$ cat src/rtl/riscv_pkg.sv
// Shared encodings for the piRISC multicycle sequencer: opcodes, FSM states,
// instruction classes and the PC-select codes understood by PC_controller.
package riscv_pkg;

  // RV32I major opcodes (IR[6:0])
  localparam logic [6:0] OPC_LOAD   = 7'b0000011;
  localparam logic [6:0] OPC_STORE  = 7'b0100011;
  localparam logic [6:0] OPC_BRANCH = 7'b1100011;
  localparam logic [6:0] OPC_JAL    = 7'b1101111;
  localparam logic [6:0] OPC_JALR   = 7'b1100111;
  localparam logic [6:0] OPC_OP     = 7'b0110011;
  localparam logic [6:0] OPC_OP_IMM = 7'b0010011;
  localparam logic [6:0] OPC_LUI    = 7'b0110111;
  localparam logic [6:0] OPC_AUIPC  = 7'b0010111;
  localparam logic [6:0] OPC_SYSTEM = 7'b1110011;

  // Sequencer states
  typedef enum logic [2:0] {
    ST_IDLE      = 3'd0,
    ST_FETCH     = 3'd1,
    ST_DECODE    = 3'd2,
    ST_EXECUTE   = 3'd3,
    ST_MEMORY    = 3'd4,
    ST_WRITEBACK = 3'd5,
    ST_HALT      = 3'd6
  } state_e;

  // Instruction classes latched in DECODE; ALU covers OP/OP-IMM/LUI/AUIPC
  typedef enum logic [2:0] {
    CL_ALU     = 3'd0,
    CL_LOAD    = 3'd1,
    CL_STORE   = 3'd2,
    CL_BRANCH  = 3'd3,
    CL_JAL     = 3'd4,
    CL_JALR    = 3'd5,
    CL_SYSTEM  = 3'd6,
    CL_ILLEGAL = 3'd7
  } iclass_e;

  // PC-select codes shared with PC_controller
  localparam logic [1:0] NORMALOP  = 2'b00;
  localparam logic [1:0] BRANCHING = 2'b01;
  localparam logic [1:0] JAL       = 2'b10;
  localparam logic [1:0] JALR      = 2'b11;

  // Map a major opcode onto the sequencer's instruction class
  function automatic iclass_e classify_opcode(input logic [6:0] opc);
    iclass_e cls;
    case (opc)
      OPC_LOAD:   cls = CL_LOAD;
      OPC_STORE:  cls = CL_STORE;
      OPC_BRANCH: cls = CL_BRANCH;
      OPC_JAL:    cls = CL_JAL;
      OPC_JALR:   cls = CL_JALR;
      OPC_OP, OPC_OP_IMM, OPC_LUI, OPC_AUIPC: cls = CL_ALU;
      OPC_SYSTEM: cls = CL_SYSTEM;
      default:    cls = CL_ILLEGAL;
    endcase
    return cls;
  endfunction

endpackage

$ cat src/rtl/seq_watchdog.sv
// Memory-handshake watchdog: counts waiting cycles and flags the cycle on
// which the wait budget of MEM_TIMEOUT cycles is used up.
module seq_watchdog #(
  parameter int MEM_TIMEOUT = 16
) (
  input  logic clk,
  input  logic rst_n,
  input  logic clear,
  input  logic enable,
  output logic expired
);

  localparam int CW = $clog2(MEM_TIMEOUT);
  localparam logic [CW-1:0] LAST = CW'(MEM_TIMEOUT - 1);

  logic [CW-1:0] cnt_q;
  logic [CW-1:0] cnt_d;

  // Next count: hold at zero outside waits, count each unanswered cycle
  always_comb begin
    cnt_d = cnt_q;
    if (clear) begin
      cnt_d = {CW{1'b0}};
    end else if (enable && (cnt_q != LAST)) begin
      cnt_d = cnt_q + CW'(1);
    end else begin
      cnt_d = cnt_q;
    end
  end

  // Counter register
  always_ff @(posedge clk or negedge rst_n) begin
    if (!rst_n) begin
      cnt_q <= {CW{1'b0}};
    end else begin
      cnt_q <= cnt_d;
    end
  end

  // The MEM_TIMEOUT-th waiting cycle with ready still low is the last one
  assign expired = enable && (cnt_q == LAST);

endmodule

$ cat src/rtl/instr_sequencer.sv
// Multicycle control FSM for the piRISC core: steps each instruction through
// fetch, decode, execute, memory and writeback, driving the memory
// handshakes, register-file write enable and PC update strobe.
module instr_sequencer
  import riscv_pkg::*;
#(
  parameter int CNT_WIDTH   = 32,
  parameter int MEM_TIMEOUT = 16
) (
  input  logic                 clk,
  input  logic                 reset,
  input  logic                 run,
  input  logic [6:0]           opcode,
  input  logic                 imem_ready,
  input  logic                 dmem_ready,
  output logic                 imem_req,
  output logic                 ir_load,
  output logic                 dmem_req,
  output logic                 dmem_we,
  output logic                 rf_we,
  output logic                 pc_en,
  output logic [1:0]           pc_select,
  output logic                 halted,
  output logic                 fault,
  output logic [CNT_WIDTH-1:0] retired
);

  state_e                 state_q, state_d;
  iclass_e                class_q, class_d;
  logic                   fault_q, fault_d;
  logic [CNT_WIDTH-1:0]   retired_q, retired_d;

  logic wd_clear;
  logic wd_enable;
  logic wd_expired;

  // Watchdog only runs in the two handshake wait states
  assign wd_clear  = (state_q != ST_FETCH) && (state_q != ST_MEMORY);
  assign wd_enable = ((state_q == ST_FETCH) && !imem_ready) ||
                     ((state_q == ST_MEMORY) && !dmem_ready);

  seq_watchdog #(
    .MEM_TIMEOUT(MEM_TIMEOUT)
  ) u_watchdog (
    .clk    (clk),
    .rst_n  (reset),
    .clear  (wd_clear),
    .enable (wd_enable),
    .expired(wd_expired)
  );

  // Next-state, class capture, fault cause and retire count
  always_comb begin
    state_d   = state_q;
    class_d   = class_q;
    fault_d   = fault_q;
    retired_d = retired_q;
    case (state_q)
      ST_IDLE: begin
        if (run) state_d = ST_FETCH;
        else     state_d = ST_IDLE;
      end
      ST_FETCH: begin
        if (imem_ready) begin
          state_d = ST_DECODE;
        end else if (wd_expired) begin
          state_d = ST_HALT;
          fault_d = 1'b1;
        end else begin
          state_d = ST_FETCH;
        end
      end
      ST_DECODE: begin
        class_d = classify_opcode(opcode);
        case (class_d)
          CL_SYSTEM: begin
            state_d = ST_HALT;
            fault_d = 1'b0;
          end
          CL_ILLEGAL: begin
            state_d = ST_HALT;
            fault_d = 1'b1;
          end
          default: state_d = ST_EXECUTE;
        endcase
      end
      ST_EXECUTE: begin
        if ((class_q == CL_LOAD) || (class_q == CL_STORE)) state_d = ST_MEMORY;
        else                                                state_d = ST_WRITEBACK;
      end
      ST_MEMORY: begin
        if (dmem_ready) begin
          state_d = ST_WRITEBACK;
        end else if (wd_expired) begin
          state_d = ST_HALT;
          fault_d = 1'b1;
        end else begin
          state_d = ST_MEMORY;
        end
      end
      ST_WRITEBACK: begin
        retired_d = retired_q + CNT_WIDTH'(1);
        if (run) state_d = ST_FETCH;
        else     state_d = ST_IDLE;
      end
      ST_HALT: state_d = ST_HALT;
      default: state_d = ST_IDLE;
    endcase
  end

  // State, class, fault and counter registers
  always_ff @(posedge clk or negedge reset) begin
    if (!reset) begin
      state_q   <= ST_IDLE;
      class_q   <= CL_ALU;
      fault_q   <= 1'b0;
      retired_q <= {CNT_WIDTH{1'b0}};
    end else begin
      state_q   <= state_d;
      class_q   <= class_d;
      fault_q   <= fault_d;
      retired_q <= retired_d;
    end
  end

  // Moore output decode from state and latched class (ir_load also sees imem_ready)
  always_comb begin
    imem_req  = 1'b0;
    ir_load   = 1'b0;
    dmem_req  = 1'b0;
    dmem_we   = 1'b0;
    rf_we     = 1'b0;
    pc_en     = 1'b0;
    pc_select = NORMALOP;
    halted    = 1'b0;
    case (state_q)
      ST_FETCH: begin
        imem_req = 1'b1;
        ir_load  = imem_ready;
      end
      ST_MEMORY: begin
        dmem_req = 1'b1;
        dmem_we  = (class_q == CL_STORE);
      end
      ST_WRITEBACK: begin
        pc_en = 1'b1;
        if ((class_q == CL_STORE) || (class_q == CL_BRANCH)) rf_we = 1'b0;
        else                                                 rf_we = 1'b1;
        case (class_q)
          CL_BRANCH: pc_select = BRANCHING;
          CL_JAL:    pc_select = JAL;
          CL_JALR:   pc_select = JALR;
          default:   pc_select = NORMALOP;
        endcase
      end
      ST_HALT: halted = 1'b1;
      default: halted = 1'b0;
    endcase
  end

  assign fault   = fault_q;
  assign retired = retired_q;

endmodule

$ cat config.mk
export PLATFORM = sky130hd
export DESIGN_NAME = instr_sequencer
export DESIGN_NICKNAME = d
export VERILOG_FILES = /design/src/rtl/riscv_pkg.sv /design/src/rtl/seq_watchdog.sv /design/src/rtl/instr_sequencer.sv
export SDC_FILE = /design/constraint.sdc
export NUM_CORES = 1
export LEC_CHECK = 0
export CORE_MARGIN = 10
export CORE_UTILIZATION = 40
export DETAILED_ROUTE_END_ITERATION = 12
export GPL_ROUTABILITY_DRIVEN = 0
export PLACE_DENSITY = 0.66
export SYNTH_ARGS = -nofsm -noshare
export SYNTH_HDL_FRONTEND = slang
export SYNTH_SLANG_ARGS = --single-unit
$ cat constraint.sdc
create_clock -name clk -period 2.1 [get_ports clk]
set_clock_uncertainty 0.05 [all_clocks]
set_input_delay 0.315 -clock clk [delete_from_list [all_inputs] [get_ports clk]]
set_output_delay 0.315 -clock clk [all_outputs]
set_load 0.01 [all_outputs]
==> run_results.csv, run 1 <==
group,metric,value,unit
status,status,"finished clean",
worst_setup_path,cp.arrival,1690,ps
yosys,synthSimpleGateAreaFrac,26.89,%
worst_setup_path,crit_buf_inv,2,
sta,report.final.slew_viol_count,0,
clock_network,clk_pin_slew,90,ps
clock_network,cts_tree,"built",
layout,nNetsFinal,311,
sta,fin_setup_tns,0,ps
worst_setup_path,start_kind,"flop",
floorplanning,row_count,27,
worst_setup_path,critPathMaxFanout,5,
yosys,synth_edf_count,0,
worst_setup_path,path_cells,"and2b_2 -> nand2_2 -> inv_2 -> clkdlybuf4s50_1",
yosys,ys_seq_elements,43,
layout,final_common_cell,"clkdlybuf4s50_1",
sta,setup_violations,0,
sta,rsz0062_at_grt,"no",
drt,firstDrtPassIters,4,
sta,holdWs,424.0,ps
power_and_ir_drop,ir_drop,458.7,uV
worst_setup_path,worst-setup-path-type,"flop to output port",
drt,post-route-drc-count,0,
floorplanning,die_h,96.65,microns
yosys,ys_seq_area_share,45.79,%
floorplanning,core,5608,sq um
placed_design,numPortBuffers,53,
floorplanning,io_pins,54,
global_route,gr-total-overflow,0,
yosys,netlist_area,2350,sq um
sta,fin_crit_sh,97.69,%
placed_design,post-dp-hpwl,4074,microns
yosys,synth_top_family_by_area,"simple AND/OR/NAND/NOR gates",
worst_setup_path,end_kind,"output port",
drt,ant_nets,0,
drt,drtIter0Drc,42,
global_route,grt_pass1_vias,1945,
clock_network,cts-root-buf,"clkbuf_8",
layout,drive_above_1_share,11.07,%
job,drv_cap,0,
layout,syn2layout_area_growth,32.53,%
yosys,synthCells,235,
yosys,synth_compound_area_share,8.999,%
floorplanning,die_w,96.65,microns
min_path,hold_class,"flop to flop",
drt,via_per_inst,5.262,
worst_setup_path,crit_family,"buffers and inverters",
worst_setup_path,required,1740,ps
yosys,synthFlopType,"dfrtp_1",
drt,vias,1947,
global_route,antenna_found_initial,0,
floorplanning,start_util,41.90,%
worst_setup_path,critPathSlowestCell,"clkdlybuf4s50_1",
clock_network,htree_num_levels,2,
clock_network,cts_inserted_buffers,5,
yosys,synthXorXnorAreaFrac,12.67,%
sta,worst_slew_pin_slew,502.7,ps
power_and_ir_drop,leakage,1.429,nW
global_route,grt_use_total,11.30,%
power_and_ir_drop,power_density,848.3,nW/um^2
yosys,yosysWarnings,0,
layout,antennaDiodeCount,0,
sta,slew_headroom,66.26,%
yosys,async_reset_ff_share,100.0,%
yosys,synthDistinctLibCells,46,
clock_network,clk_path_buf_depth,2,
worst_setup_path,critPathMaxStageDelay,540,ps
drt,post_drt_wl_per_cell,14.78,microns
yosys,synthMuxAreaShare,0.4260,%
yosys,syn_avg_cell_area,9.999,sq um
floorplanning,fp.dieArea,9340,sq um
sta,finalHoldViolations,0,
yosys,synthAdderAreaFrac,1.065,%
clock_network,insertion_delay,290,ps
global_route,grt_pass1_wl,9294,microns
drt,wl,5468,microns
layout,nFillCells,526,
sta,min_period,2052,ps
yosys,syn_nets,249,
layout,final_cell_mix,"clkdlybuf4s50_1, dfrtp_1, xor2_1",
global_route,grt_max_degree,20,
sta,fmax,487.4,MHz
clock_network,cts.sinks,43,
## state kept, by name (all words and copies together), names as in the netlist
name and cells:
retired 32, u_watchdog.cnt_q 4, class_q 3, state_q 3
fault 1
## power by group
| group | leakage, nW | total [mW] | switching [mW] | internal (mW) |
|---|---|---|---|---|
| clock network | 0.0581 | 0.651 | 0.296 | 0.354 |
| registers | 0.572 | 1.06 | 0.127 | 0.929 |
| logic | 0.799 | 0.935 | 0.486 | 0.449 |
| total | 1.43 | 2.64 | 0.909 | 1.73 |
## layout make-up
| class | instances | area [sq um] | area share (%) |
|---|---|---|---|
| Inverter | 15 | 56.30 | 1.808 |
| Timing Repair Buffer | 62 | 586.8 | 18.84 |
| Clock buffer | 5 | 68.82 | 2.210 |
| Tap cell | 72 | 90.09 | 2.893 |
| Multi-Input combinational cell | 170 | 1192 | 38.29 |
| Sequential cell | 43 | 1076 | 34.55 |
| Clock inverter | 3 | 43.79 | 1.406 |
## worst register-to-register path: stages, from the launching register on
cell	delay (ps)
dfrtp_1	420
and2b_2	250
buf_4	130
nand4_4	250
nor4_1	410
xor2_1	180
## synth_stat cells (2+ instances only)
master | number | area [sq um]
a21oi_1 | 5 | 25.02
a22oi_1 | 2 | 15.01
a31oi_1 | 4 | 25.02
and2_1 | 2 | 12.51
and3_1 | 6 | 37.54
and4_1 | 2 | 17.52
and4_4 | 2 | 22.52
buf_2 | 2 | 10.01
clkbuf_1 | 2 | 7.510
dfrtp_1 | 43 | 1076
ha_1 | 2 | 25.02
inv_1 | 15 | 56.30
nand2_1 | 18 | 67.56
nand2b_1 | 6 | 37.54
nand3_1 | 8 | 40.04
nand4_1 | 5 | 31.28
nand4_4 | 3 | 63.81
nor2_1 | 15 | 56.30
nor3_1 | 13 | 65.06
nor3b_1 | 3 | 22.52
nor4_1 | 10 | 62.56
nor4_2 | 5 | 62.56
o211ai_1 | 3 | 22.52
o21ai_0 | 3 | 15.01
o21ai_1 | 2 | 10.01
o31ai_1 | 2 | 15.01
xnor2_1 | 8 | 70.07
xor2_1 | 26 | 227.7
## routing by layer
| layer | part of all wire, % | routed length, microns | up-vias | GRT usage, % |
|---|---|---|---|---|
| met4 | 0.62 | 34 | 0 | 2.706 |
| li1 | - | - | 971 | - |
| met5 | 0 | 0 | - | 0 |
| met3 | 6.9 | 380 | 5 | 4.187 |
| met1 | 45 | 2484 | 918 | 13.65 |
| met2 | 47 | 2569 | 53 | 18.51 |
## path summary, 6_finish.rpt
| kind | cells after the start | to | start | slack [ps] |
|---|---|---|---|---|
| setup / recovery | 4 | pc_en | state_q[1] | 50 |
| hold / removal | 1 | retired[31] | retired[31] | 420 |
| setup reg to reg | 5 | retired[18] | state_q[1] | 350 |
| hold reg to reg | 1 | retired[31] | retired[31] | 420 |
| max in group asynchronous | 3 | retired[15] | reset | 1000 |
| min in group asynchronous | 2 | retired[24] | reset | 440 |
## cell families (layout without fill, tap and decap cells)
| kind of cell | Yosys count | count (layout) |
|---|---|---|
| XOR/XNOR | 34 | 34 |
| multiplexers | 1 | 1 |
| adder cells (fa/ha/maj) | 2 | 2 |
| buffers and inverters | 22 | 85 |
| flip-flops | 43 | 43 |
| AND/OR/NAND/NOR | 102 | 102 |
| AO/OA/AOI/OAI | 31 | 31 |
## stage by stage
step | util, % | worst slack [ps] | cell area, sq um | power (mW) | std cells
3_3_place_gp | 53.21 | 135.1 | 2984 | 1.993 | 361
6_report | 55.53 | 48.47 | 3114 | 2.642 | 370
3_5_place_dp | 53.21 | 112.3 | 2984 | 1.996 | 361
5_1_grt | 55.53 | 7.306 | 3114 | 2.817 | 370
2_1_floorplan | - | 251.0 | 2350 | 1.585 | 235
4_1_cts | 55.44 | 68.71 | 3109 | 2.647 | 370
## what timing repair did
item,CTS,global route
resized for setup,11,1
hold endpoints to repair,17,0
buffers inserted,0,0
setup endpoints to repair,8,2
hold buffers,1,0
(Power assumes the default switching activity.)
==> run 2: changes to the inputs <==
--- a/config.mk
+++ b/config.mk
@@ -9,7 +9,7 @@
 export CORE_UTILIZATION = 40
 export DETAILED_ROUTE_END_ITERATION = 12
 export GPL_ROUTABILITY_DRIVEN = 0
-export PLACE_DENSITY = 0.66
+export PLACE_DENSITY_LB_ADDON = 0.3
 export SYNTH_ARGS = -nofsm -noshare
 export SYNTH_HDL_FRONTEND = slang
 export SYNTH_SLANG_ARGS = --single-unit
==> run 2 against run 1 <==
  * Sequential share of layout area down 0.055 points
  * Clock-buffer cell count is 1 higher
  * Global-route usage shrank 0.10 points
  * Final cell count is the same
  * Setup slack better by 43 ps
  * Routed wire length down 1.4%
  * Maximum frequency is 2.1% higher
  * Cell area increased by 0.16%
  * Worst hold slack got worse by 3.4 ps
  * Non-clock buffer count rose by 1
  * Clock power shrank 6.6%
  * Largest cell class unchanged
  * Utilization grew 0.089 points
==> run_results.csv, run 2 (synthesized netlist as in run 1, its figures left out) <==
group,metric,value,unit
power_and_ir_drop,swShare,32.99,%
power_and_ir_drop,ir_drop,454.2,uV
worst_setup_path,cp.arrival,1640,ps
layout,ff_latch_area,1076,sq um
sta,worst_slew_pin_slew,546.6,ps
clock_network,htree_num_levels,2,
placed_design,placed_area,3004,sq um
global_route,antenna_found_initial,0,
worst_setup_path,critPathMaxStageDelay,540,ps
floorplanning,die_h,96.65,microns
worst_setup_path,ff2ff_path_depth,5,
clock_network,clk_pin_slew,80,ps
floorplanning,start_util,41.90,%
sta,finalWorstSetupSlack,91.44,ps
worst_setup_path,path_depth,4,
drt,drtIter0Drc,88,
drt,vias,1949,
worst_setup_path,path_cells,"and2b_2 -> nand2_2 -> inv_2 -> clkdlybuf4s50_1",
placed_design,post-dp-hpwl,4104,microns
placed_design,dpl.cell_count,362,
worst_setup_path,required,1740,ps
floorplanning,core,5608,sq um
floorplanning,row_count,27,
layout,drive_above_1_share,10.07,%
layout,nFillCells,533,
worst_setup_path,start_kind,"flop",
clock_network,cts.sinks,43,
placed_design,place_ws,136.3,ps
job,drv_cap,0,
worst_setup_path,critPathSlowestCell,"clkdlybuf4s50_1",
worst_setup_path,end_kind,"output port",
drt,post-route-drc-count,0,
drt,firstDrtPassIters,4,
placed_design,numPortBuffers,53,
worst_setup_path,r2r-start,"state_q[0]",
clock_network,cts-root-buf,"clkbuf_8",
layout,nNetsFinal,312,
drt,wl,5390,microns
drt,post_drt_wl_per_cell,14.57,microns
clock_network,cts_tree,"built",
worst_setup_path,worst-setup-path-type,"flop to output port",
clock_network,clk_path_buf_depth,2,
clock_network,cts_inserted_buffers,5,
sta,fin_setup_tns,0,ps
clock_network,insertion_delay,280,ps
layout,final_common_cell,"clkdlybuf4s50_1",
power_and_ir_drop,intPower,1.737,mW
floorplanning,die_w,96.65,microns
power_and_ir_drop,seq_power_share,40.5,%
layout,syn2layout_area_growth,32.75,%
global_route,grt_pass1_wl,9218,microns
worst_setup_path,crit_buf_inv,2,
worst_setup_path,r2r_end,"retired[30]",
layout,largest_reg_flops,32,
sta,finalHoldViolations,0,
layout,finalNonFillerCells,370,
worst_setup_path,crit_family,"buffers and inverters",
layout,final_cell_mix,"clkdlybuf4s50_1, dfrtp_1, xor2_1",
power_and_ir_drop,power_density,830.9,nW/um^2
sta,fmax,497.9,MHz
floorplanning,io_pins,54,
min_path,hold_class,"flop to flop",
worst_setup_path,crit_start,"state_q[1]",
sta,fin_crit_sh,95.65,%
sta,setup_violations,0,
global_route,grt_pass1_vias,1907,
global_route,grt_max_degree,24,
sta,min_period,2009,ps
drt,via_per_inst,5.268,
layout,final_design_area_no_fill,3119,sq um
worst_setup_path,rrSetupSlack,320,ps
power_and_ir_drop,p_clk_share,23.5,%
global_route,gr-total-overflow,0,
power_and_ir_drop,leakage,1.443,nW
layout,multi_input_area,1184,sq um
layout,antennaDiodeCount,0,
drt,ant_nets,0,
sta,report.final.slew_viol_count,0,
global_route,grt_use_total,11.20,%
power_and_ir_drop,combPwrFrac,36.0,%
worst_setup_path,crit_end,"pc_en",
worst_setup_path,critPathMaxFanout,5,
floorplanning,fp.dieArea,9340,sq um
status,status,"finished clean",
clock_network,cts_setup_buffers,0,
sta,rsz0062_at_grt,"no",
power_and_ir_drop,switching_power,0.8550,mW
sta,slew_headroom,63.56,%
[run 2: worst min-delay path by stage]
| stage | startpoint | end | slack [ps] | cells after the start |
|---|---|---|---|---|
| final | retired[31] | retired[31] | 420 | 1 |
| after global routing | retired[18] | retired[18] | 450 | 1 |
| after CTS | retired[31] | retired[31] | 420 | 1 |
| after detailed placement | reset | retired[23] | 280 | 1 |
| after global placement | reset | retired[23] | 280 | 1 |
| after floorplan | reset | class_q[0] | -30 | 0 |
[run 2: routing by layer]
| metal | part of all wire (%) | up-vias | wire length, microns | global-route usage [%] |
|---|---|---|---|---|
| met1 | 42 | 929 | 2284 | 12.48 |
| met5 | 0 | - | 0 | 0 |
| met4 | 0.69 | 0 | 37 | 2.706 |
| met2 | 50 | 44 | 2678 | 19.38 |
| li1 | - | 971 | - | - |
| met3 | 7.2 | 5 | 389 | 4.471 |
[run 2: repair_timing]
action / 4_1_cts / 5_1_grt
resized for setup: 9 / 1
endpoints found under the setup margin: 6 / 1
endpoints found under the hold margin: 22 / 0
hold buffers: 1 / 0
[run 2: cell type report]
cell class | instances | share of cell area, %
clock inverters | 1 | 0.9627
repair buffers | 63 | 19.57
well taps | 72 | 2.888
multi-input cells | 170 | 37.95
inverters | 15 | 1.805
clock buffers | 6 | 2.327
flip-flops and latches | 43 | 34.50
[run 2: worst reg2reg max path, stage by stage (launching register included)]
cell     delay, ps
dfrtp_1        380
buf_4          200
and2_1         230
nand4_4        270
nor4_1         410
xor2_1         170
[run 2: power groups by stage]
stage                     Combinational (mW)  Sequential, mW  Clock, mW
after detailed placement               0.955            1.06          0
final                                  0.933            1.05      0.608
after global routing                    1.04            1.07      0.661
after global placement                 0.953            1.06          0
after floorplan                        0.515            1.07          0
after CTS                              0.949            1.05      0.631
[run 2: stage by stage]
stage / util, % / power [mW] / hold WS [ps]
CTS: 55.58 / 2.630 / 421.8
floorplan: - / 1.585 / -30.59
global placement: 53.57 / 2.009 / 283.6
global route: 55.62 / 2.769 / 450.5
detailed placement: 53.57 / 2.017 / 284.8
finish: 55.62 / 2.592 / 420.6
==> run 3: changes to the inputs <==
--- a/config.mk
+++ b/config.mk
@@ -10,6 +10,7 @@
 export DETAILED_ROUTE_END_ITERATION = 12
 export GPL_ROUTABILITY_DRIVEN = 0
 export PLACE_DENSITY_LB_ADDON = 0.3
+export SLEW_MARGIN = 20
 export SYNTH_ARGS = -nofsm -noshare
 export SYNTH_HDL_FRONTEND = slang
 export SYNTH_SLANG_ARGS = --single-unit
==> results of run 3 <==
Same layout as run 2: the final DEF is identical, and so are final timing and power.
